## src/rtl/vec_cpu_pkg.sv

```systemverilog
// Shared types for the vector CPU execute stage: opcodes, FSM states and the
// writeback packet that leaves the execute unit.
package vec_cpu_pkg;

  localparam int LANES  = 8;
  localparam int LANE_W = 8;
  localparam int VEC_W  = LANES * LANE_W;
  localparam int CNT_W  = $clog2(LANES);

  typedef enum logic [4:0] {
    OP_VADD  = 5'b00000,
    OP_VSUB  = 5'b00001,
    OP_VXOR  = 5'b00010,
    OP_VMULI = 5'b00011,
    OP_VSHLI = 5'b00100,
    OP_ADD   = 5'b01000,
    OP_ADDI  = 5'b01001,
    OP_NOP   = 5'b10100
  } opcode_t;

  typedef enum logic [0:0] {
    IDLE = 1'b0,
    MUL  = 1'b1
  } state_t;

  // "reg" is a keyword, so the destination index field is called rd.
  typedef struct packed {
    logic              valid;
    logic              is_vector;
    logic [2:0]        rd;
    logic [31:0]       scalar;
    logic [VEC_W-1:0]  vec;
  } wb_pkt_t;

  function automatic logic is_lane_op(input logic [4:0] op);
    return (op == OP_VADD) || (op == OP_VSUB) || (op == OP_VXOR) || (op == OP_VSHLI);
  endfunction

endpackage

```

## src/rtl/vec_lane_alu.sv

```systemverilog
// Combinational single-lane ALU; results wrap modulo 2^LANE_W so no carry
// ever leaves the lane.
module vec_lane_alu
  import vec_cpu_pkg::*;
(
  input  logic [4:0]        i_opcode,
  input  logic [LANE_W-1:0] i_a,
  input  logic [LANE_W-1:0] i_b,
  input  logic [2:0]        i_shamt,
  output logic [LANE_W-1:0] o_result
);

  always_comb begin
    o_result = '0;
    case (i_opcode)
      OP_VADD:  o_result = i_a + i_b;
      OP_VSUB:  o_result = i_a - i_b;
      OP_VXOR:  o_result = i_a ^ i_b;
      OP_VSHLI: o_result = i_a << i_shamt;
      OP_VMULI: o_result = i_a * i_b;
      default:  o_result = '0;
    endcase
  end

endmodule

```

## src/rtl/vec_execute_unit.sv

```systemverilog
// Execute stage: single-cycle vector/scalar ops plus an iterative lane-serial
// VMULI that holds the Decode->Execute register via stall while it runs.
module vec_execute_unit
  import vec_cpu_pkg::*;
(
  input  logic              clk,
  input  logic              reset,
  input  logic              flush,
  input  logic [4:0]        opcode,
  input  logic [31:0]       reg1_data,
  input  logic [31:0]       reg2_data,
  input  logic [7:0]        immediate,
  input  logic [VEC_W-1:0]  vec1_data,
  input  logic [VEC_W-1:0]  vec2_data,
  input  logic [2:0]        wb_register,
  output logic              stall,
  output logic              wb_valid,
  output logic              wb_is_vector,
  output logic [2:0]        wb_reg,
  output logic [31:0]       wb_scalar_data,
  output logic [VEC_W-1:0]  wb_vec_data
);

  localparam logic [CNT_W-1:0] CNT_LAST = CNT_W'(LANES - 1);

  state_t             r_state;
  logic [CNT_W-1:0]   r_cnt;
  logic [VEC_W-1:0]   r_mul_vec;
  logic [VEC_W-1:0]   r_acc;
  logic [7:0]         r_mul_imm;
  logic [2:0]         r_mul_reg;
  wb_pkt_t            r_pkt;

  logic [VEC_W-1:0]   w_lane_vec;
  logic [LANE_W-1:0]  w_mul_a;
  logic [LANE_W-1:0]  w_mul_lane;
  logic [VEC_W-1:0]   w_mul_final;
  wb_pkt_t            w_idle_pkt;

  genvar gi;
  generate
    for (gi = 0; gi < LANES; gi++) begin : g_lane
      vec_lane_alu u_lane_alu (
        .i_opcode (opcode),
        .i_a      (vec1_data[gi*LANE_W +: LANE_W]),
        .i_b      (vec2_data[gi*LANE_W +: LANE_W]),
        .i_shamt  (immediate[2:0]),
        .o_result (w_lane_vec[gi*LANE_W +: LANE_W])
      );
    end
  endgenerate

  // One shared lane multiplier walks the latched operand lane by lane.
  assign w_mul_a = r_mul_vec[r_cnt*LANE_W +: LANE_W];

  vec_lane_alu u_mul_alu (
    .i_opcode (OP_VMULI),
    .i_a      (w_mul_a),
    .i_b      (r_mul_imm),
    .i_shamt  (3'd0),
    .o_result (w_mul_lane)
  );

  // Completion happens with cnt on the top lane, so the final lane bypasses r_acc.
  assign w_mul_final = {w_mul_lane, r_acc[VEC_W-LANE_W-1:0]};

  always_comb begin
    w_idle_pkt = '0;
    if (is_lane_op(opcode)) begin
      w_idle_pkt.valid     = 1'b1;
      w_idle_pkt.is_vector = 1'b1;
      w_idle_pkt.rd        = wb_register;
      w_idle_pkt.vec       = w_lane_vec;
    end else if (opcode == OP_ADD) begin
      w_idle_pkt.valid  = 1'b1;
      w_idle_pkt.rd     = wb_register;
      w_idle_pkt.scalar = reg1_data + reg2_data;
    end else if (opcode == OP_ADDI) begin
      w_idle_pkt.valid  = 1'b1;
      w_idle_pkt.rd     = wb_register;
      w_idle_pkt.scalar = reg1_data + {{24{immediate[7]}}, immediate};
    end
  end

  always_ff @(posedge clk) begin
    if (reset) begin
      r_state   <= IDLE;
      r_cnt     <= '0;
      r_mul_vec <= '0;
      r_acc     <= '0;
      r_mul_imm <= '0;
      r_mul_reg <= '0;
      r_pkt     <= '0;
    end else if (flush) begin
      r_state <= IDLE;
      r_cnt   <= '0;
      r_acc   <= '0;
      r_pkt   <= '0;
    end else begin
      case (r_state)
        IDLE: begin
          r_pkt <= w_idle_pkt;
          if (opcode == OP_VMULI) begin
            r_mul_vec <= vec1_data;
            r_mul_imm <= immediate;
            r_mul_reg <= wb_register;
            r_acc     <= '0;
            r_cnt     <= '0;
            r_state   <= MUL;
          end
        end
        MUL: begin
          r_acc[r_cnt*LANE_W +: LANE_W] <= w_mul_lane;
          r_cnt <= r_cnt + CNT_W'(1);
          r_pkt <= '0;
          if (r_cnt == CNT_LAST) begin
            r_pkt.valid     <= 1'b1;
            r_pkt.is_vector <= 1'b1;
            r_pkt.rd        <= r_mul_reg;
            r_pkt.vec       <= w_mul_final;
            r_cnt           <= '0;
            r_state         <= IDLE;
          end
        end
        default: begin
          r_state <= IDLE;
          r_cnt   <= '0;
          r_pkt   <= '0;
        end
      endcase
    end
  end

  // Low on the last MUL cycle so the held instruction advances exactly as the packet lands.
  assign stall = !reset && !flush &&
                 (((r_state == IDLE) && (opcode == OP_VMULI)) ||
                  ((r_state == MUL) && (r_cnt != CNT_LAST)));

  assign wb_valid       = r_pkt.valid;
  assign wb_is_vector   = r_pkt.is_vector;
  assign wb_reg         = r_pkt.rd;
  assign wb_scalar_data = r_pkt.scalar;
  assign wb_vec_data    = r_pkt.vec;

endmodule

```

## config.mk

```make
export PLATFORM = sky130hd
export DESIGN_NAME = vec_execute_unit
export DESIGN_NICKNAME = d
export VERILOG_FILES = /design/src/rtl/vec_cpu_pkg.sv /design/src/rtl/vec_lane_alu.sv /design/src/rtl/vec_execute_unit.sv
export SDC_FILE = /design/constraint.sdc
export NUM_CORES = 2
export LEC_CHECK = 0
export ABC_AREA = 1
export BUFFER_PORTS_ARGS = -buffer_cell sky130_fd_sc_hd__buf_2
export CORE_MARGIN = 2
export CORE_UTILIZATION = 40
export CTS_CLUSTER_SIZE = 40
export DETAILED_ROUTE_END_ITERATION = 8
export SLEW_MARGIN = 20
export SYNTH_ARGS = -nofsm -noshare
export SYNTH_HDL_FRONTEND = slang
export SYNTH_SLANG_ARGS = --single-unit
```

## constraint.sdc

```tcl
create_clock -name clk -period 10 [get_ports clk]
set_input_delay 2 -clock clk [delete_from_list [all_inputs] [get_ports clk]]
set_output_delay 2 -clock clk [all_outputs]
set_load 0.005 [all_outputs]
```

=== After elaboration in Yosys (flattened, before gate mapping) ===
Index checks and enable logic that the tools add are counted.

* $add $sub $neg: 20
* Multiply operators: 9
* Equal/unequal tests: 9
* Shift operators: 11
* Multiplexer cells: 29
* Bitwise logic cells: 10
* Reduce and logical (&&, ||, !) cells: 13

{| class="wikitable"
|+ Operators with widths
! cell !! number
|-
| $pmux 8 s5 || 8
|-
| $pmux 101 s2 || 1
|-
| $mux 64 || 3
|-
| $pmux 64 s2 || 1
|-
| $mul 8x8->8 || 9
|-
| $mux 35 || 2
|-
| $add 32x32->32 || 2
|-
| $add 8x8->8 || 8
|-
| $bwmux 64 || 1
|-
| $shift 8x34->64 const A || 1
|-
| $shiftx 64x7->8 || 1
|-
| $shiftx 8x34->64 || 1
|-
| $shl 8x3->8 || 8
|-
| $sub 8x8->8 || 8
|-
| $xor 8x8->8 || 8
|-
| $neg 6->34 || 1
|-
| $mux 32 || 1
|-
| $eq 5x2->1 const B || 2
|-
| $eq 5x4->1 const B || 2
|-
| $mux 3 || 3
|-
| $mux 1 || 6
|-
| $pmux 3 s2 || 1
|-
| $eq 5x1->1 const B || 1
|-
| $eq 5x3->1 const B || 1
|-
| other kinds (13) || 21
|}

* Register bits after elaboration: 244
* Output and inout bits: 102

=== Depth between registers and ports, before layout ===
* Depth in word-level cells: 6
* Gate-level depth with buffers: 37

=== Modules after synthesis ===
From an unflattened synthesis, not the netlist that was laid out.

* Cell total of the unflattened synthesis: 5392
* Area total of the unflattened synthesis: 32299.7 um^2

{| class="wikitable"
|+ Modules (own cells, without submodules)
! module !! instances !! cells an instance !! area each (um^2)
|-
| vec_execute_unit || 1 || 2158 || 13663.1
|-
| vec_lane_alu (g_lane[4].u_lane_alu ...) || 4 || 357 || 2063.2
|-
| vec_lane_alu (u_mul_alu) || 1 || 366 || 2097.0
|-
| vec_lane_alu (g_lane[1].u_lane_alu) || 1 || 362 || 2092.0
|-
| vec_lane_alu (g_lane[2].u_lane_alu) || 1 || 356 || 2070.7
|-
| vec_lane_alu (g_lane[3].u_lane_alu) || 1 || 358 || 2067.0
|-
| vec_lane_alu (g_lane[0].u_lane_alu) || 1 || 364 || 2057.0
|}

=== Least setup slack after synthesis ===
OpenSTA, ideal clock, no wires.

* Path kind: input port to flip-flop
* Start point: input vec2_data[28]
* End point: register r_pkt, in the netlist wb_vec_data[29]
* Library setup time: 0.132 ns
* Data arrival time: 5.119 ns
* Data required time: 9.868 ns
* Path slack: 4.749 ns
* Cell stages on the path: 15
* Buffers on the path: 1
* Cells stage by stage: clkbuf_1 nand2_1 inv_1 fa_1 fa_1 ha_1 inv_1 fa_1 inv_1 ha_1 or2_2 a32oi_1 o211ai_1 o21ai_0 a21oi_1

* Longest elaborated chain between the ends: 4
* Elaborated cells between the ends (all ways): 6

{| class="wikitable"
|+ Ends and longest elaborated chain
! element !! RTL line !! source
|-
| start: declaration || vec_execute_unit.sv:14 || <nowiki>input logic [VEC_W-1:0] vec2_data,</nowiki>
|-
| $mul 8x8->8, or another cell as far along || vec_lane_alu.sv:20 || <nowiki>OP_VMULI: o_result = i_a * i_b;</nowiki>
|-
| $pmux 8 s5 (*) || vec_lane_alu.sv:15 || <nowiki>case (i_opcode)</nowiki>
|-
| $mux 64 (*) || vec_execute_unit.sv:69 || <nowiki>if (is_lane_op(opcode)) begin</nowiki>
|-
| $pmux 101 s2 (*) || vec_execute_unit.sv:100 || <nowiki>case (r_state)</nowiki>
|-
| end signal: assignment || vec_execute_unit.sv:102 || <nowiki>r_pkt <= w_idle_pkt;</nowiki>
|-
| end: declaration || vec_execute_unit.sv:32 || <nowiki>wb_pkt_t r_pkt;</nowiki>
|}

Every way passes the cells marked *; elsewhere a longest branch is shown, timed or not.
A chain may end at the register's enable or synchronous reset.

=== Worst setup path in the final report ===
* Start point: input opcode[2]
* End point: output stall

* Longest elaborated chain between the ends: 4

{| class="wikitable"
|+ Ends and longest elaborated chain
! element !! RTL line !! source
|-
| start: declaration || vec_execute_unit.sv:9 || <nowiki>input logic [4:0] opcode,</nowiki>
|-
| $eq 5x2->1 || vec_execute_unit.sv:136 || <nowiki>(((r_state == IDLE) && (opcode == OP_VMULI)) ||</nowiki>
|-
| $logic_and 1x1->1 || vec_execute_unit.sv:136 ||
|-
| $logic_or 1x1->1 || vec_execute_unit.sv:136 ||
|-
| $logic_and 1x1->1 || vec_execute_unit.sv:135 || <nowiki>assign stall = !reset && !flush &&</nowiki>
|-
| end: declaration || vec_execute_unit.sv:16 || <nowiki>output logic stall,</nowiki>
|}

Every way passes these cells.

==> metrics <==
Max Slew Vio Count=0; clk slew on worst S/H paths=around 0.07 ns; vias after detailed routing=between 20,000 and 30,000; Yosys warnings=0; multiplexer share of the synthesized area=0.0823%; largest family of logic cells by synthesized area=simple AND/OR/NAND/NOR gates; pin count of the biggest net entering global routing=104; mean routed wirelength per cell=around 19 um; Worst setup SP type=input pin; Final TNS setup=0 ns; Routed Antenna Nets=0; PostCTS Resize Cnt=0; clock tree root driver cell=clkbuf_16; RSZ-0062 raised after global routing=no; CTS buffer count=26; Mapped Nets=4,324; max_slew headroom=between 20% and 30%; Seq cells post-synth=between 200 and 250; crit share post-route=between 50 and 60%; Post-Synth XOR/XNOR Area=3.49%; Hold Crit Class=reg2reg; status=complete, no violations; post-layout minimum cycle time=just under 6 ns; total grt overflow=0; Arr. time, crit path=3.96 ns; Vias/cell=~5.3; Synth Area in Simple Gates=between 20 and 30%; Final Skew=around 0.014 ns; CP Cell Sequence=buf_2, nor2_1, inv_1, nor2_1, inv_2, nor3_4, buf_4, inv_2, nand2_1, inv_1, nor3_1, buf_2; Ports=around 310; max incr delay on CP=0.55 ns; Avg Cell Area, Syn=6.48 sq um; chip width=~250 um; Synth Area in Adders=21.3%; commonest non-fill, non-tap cell in the layout=nand2_1; Post-route DRC=0; Post-CTS Setup Inserts=0; crit path kind=in2out; GRT Total Usage=27.8%; Crit. End Element=output port; Tightest Pin Transition=1.05 ns; Worst Hold Path Cells=2; Leakage=13.8 nW; fraction of layout instances using a drive strength above 1=10.9%; RD Place Congestion=slightly below 1; Setup Viol. Count Final=0; CTS tree=built; Worst-Skew Late Latency=0.57 ns; cells on worst reg2reg path=29; Core Area=around 60,000 sq um; CP max-delay cell=buf_4; Final Hold Viols=0; max-capacitance violation count=0; initial antenna violation count=6; vias in the first global route=roughly 24,000; clk buf depth=3; H-tree Lvls=1; Clock Sinks=236; Routed WL=between 80,000 and 90,000 um; die area=approximately 63,000 sq um; Synth cell types=51; die height=approximately 250 um; Seq/Total Area, Yosys=19.4%; # hold bufs at CTS=0; placed insts=4,699; Post-synth EDFFs=0; DR iter-0 viols=~2,200; hpwl dp=just over 70,000 um; Layout Cells excl Fill=about 4,800; Post-Synthesis Cells=roughly 3,800; Max IR drop VDD=between 0.1 and 0.15 mV; most frequent cells in the layout=957 x nand2_1, 587 x inv_1, 337 x a21oi_1, 317 x nor2_1, 311 x buf_2; dominant synthesized flop cell=dfxtp_1; first-pass GRT wire length=about 140,000 um; Port Buf Inserts=between 300 and 400; maximum fanout along the worst path=45; FMAX=between 150 and 200 MHz; Synth Area in Compound Gates=between 10% and 20%; Async S/R FF share, synth=0%; Mapped Area=24,300 sq um; DR pass1 iterations=5; nets@finish=approximately 4,500; Power Density=about 110 nW/um^2; Initial Util=40.4%; area grow syn2layout=12.2%; Req. time, crit path=8.00 ns; # rows=90
[report_power, final]
part / internal (W) / switching [W]
registers: 0.000946 / 0.00000432
clock network: 0.000610 / 0.000433
logic: 0.000322 / 0.000574
total: 0.00188 / 0.00101
[layout make-up]
class                           instances  area, sq um
Clock buffer                           33          707
Antenna cell                            4         10.0
Fill cell                            6406        33000
Sequential cell                       236         4730
Timing Repair Buffer                  335         1740
Tap cell                              782          978
Multi-Input combinational cell       2743        16700
Clock inverter                         15          206
Inverter                              603         2270
[cell families (layout without fill, tap and decap cells)]
group,after synthesis,count (layout)
AND/OR/NAND/NOR,1547,1547
buffers and inverters,771,986
AO/OA/AOI/OAI,734,734
adder cells (fa/ha/maj),363,363
flip-flops,236,236
XOR/XNOR,97,97
multiplexers,2,2
other,0,4
[path summary, 6_finish.rpt]
kind,startpoint,endpoint,slack (ns)
worst min-delay path,r_mul_reg[1]$_SDFFE_PP0P_,r_mul_reg[1]$_SDFFE_PP0P_,0.46
worst max register to register,r_cnt[0]$_SDFFE_PP0P_,r_acc[15]$_SDFFE_PP0P_,4.57
worst max-delay path,opcode[2],stall,4.04
worst min register to register,r_mul_reg[1]$_SDFFE_PP0P_,r_mul_reg[1]$_SDFFE_PP0P_,0.46
[stage by stage]
step / util (%) / total power, W / worst slack [ns] / cell area [sq um] / hold WS (ns)
2_1_floorplan: - / 0.00158 / 4.75 / 24300 / 0.434
3_5_place_dp: 43.8 / 0.00186 / 4.04 / 26400 / 0.452
3_3_place_gp: 43.8 / 0.00186 / 4.05 / 26400 / 0.449
4_1_cts: 45.3 / 0.00290 / 4.03 / 27300 / 0.462
5_1_grt: 45.3 / 0.00307 / 3.85 / 27300 / 0.475
6_report: 45.3 / 0.00289 / 4.04 / 27300 / 0.463
[routing by layer]
metal | track usage [%] | wire length, um
met2 | 46.2 | 41000
met4 | 10.2 | 3380
met5 | 0 | 27
met3 | 3.22 | 5350
met1 | 37.0 | 39400
[worst max-delay path, delay by kind of cell]
kind	cells	cell delay, ns
buffers and inverters	7	1.34
AND/OR/NAND/NOR	5	0.60
[synthesized netlist by cell type (all sizes together), types with 4 or more instances]
library cell / count / share of area [%]
a211oi: 59 / 1.8
dfxtp: 236 / 19
ha: 277 / 14
o211ai: 5 / 0.15
a221oi: 7 / 0.25
o21a: 7 / 0.22
clkbuf: 130 / 2.0
o2111ai: 23 / 0.83
a21boi: 5 / 0.15
clkinv: 7 / 0.11
o22ai: 8 / 0.21
or2: 29 / 0.75
o21bai: 12 / 0.37
o21ai: 190 / 3.9
nor2: 322 / 5.0
xnor2: 57 / 2.1
o31ai: 27 / 0.83
nand4: 30 / 0.80
nand3b: 12 / 0.37
a22oi: 20 / 0.62
inv: 596 / 9.2
nand3: 133 / 2.7
a32oi: 12 / 0.43
fa: 86 / 7.1
xor2: 40 / 1.4
buf: 38 / 0.86
nand2: 959 / 15
o221ai: 11 / 0.40
and2: 8 / 0.21
a21oi: 337 / 6.9
nor3: 49 / 1.1
a21o: 4 / 0.12
(Power assumes the default switching activity.)
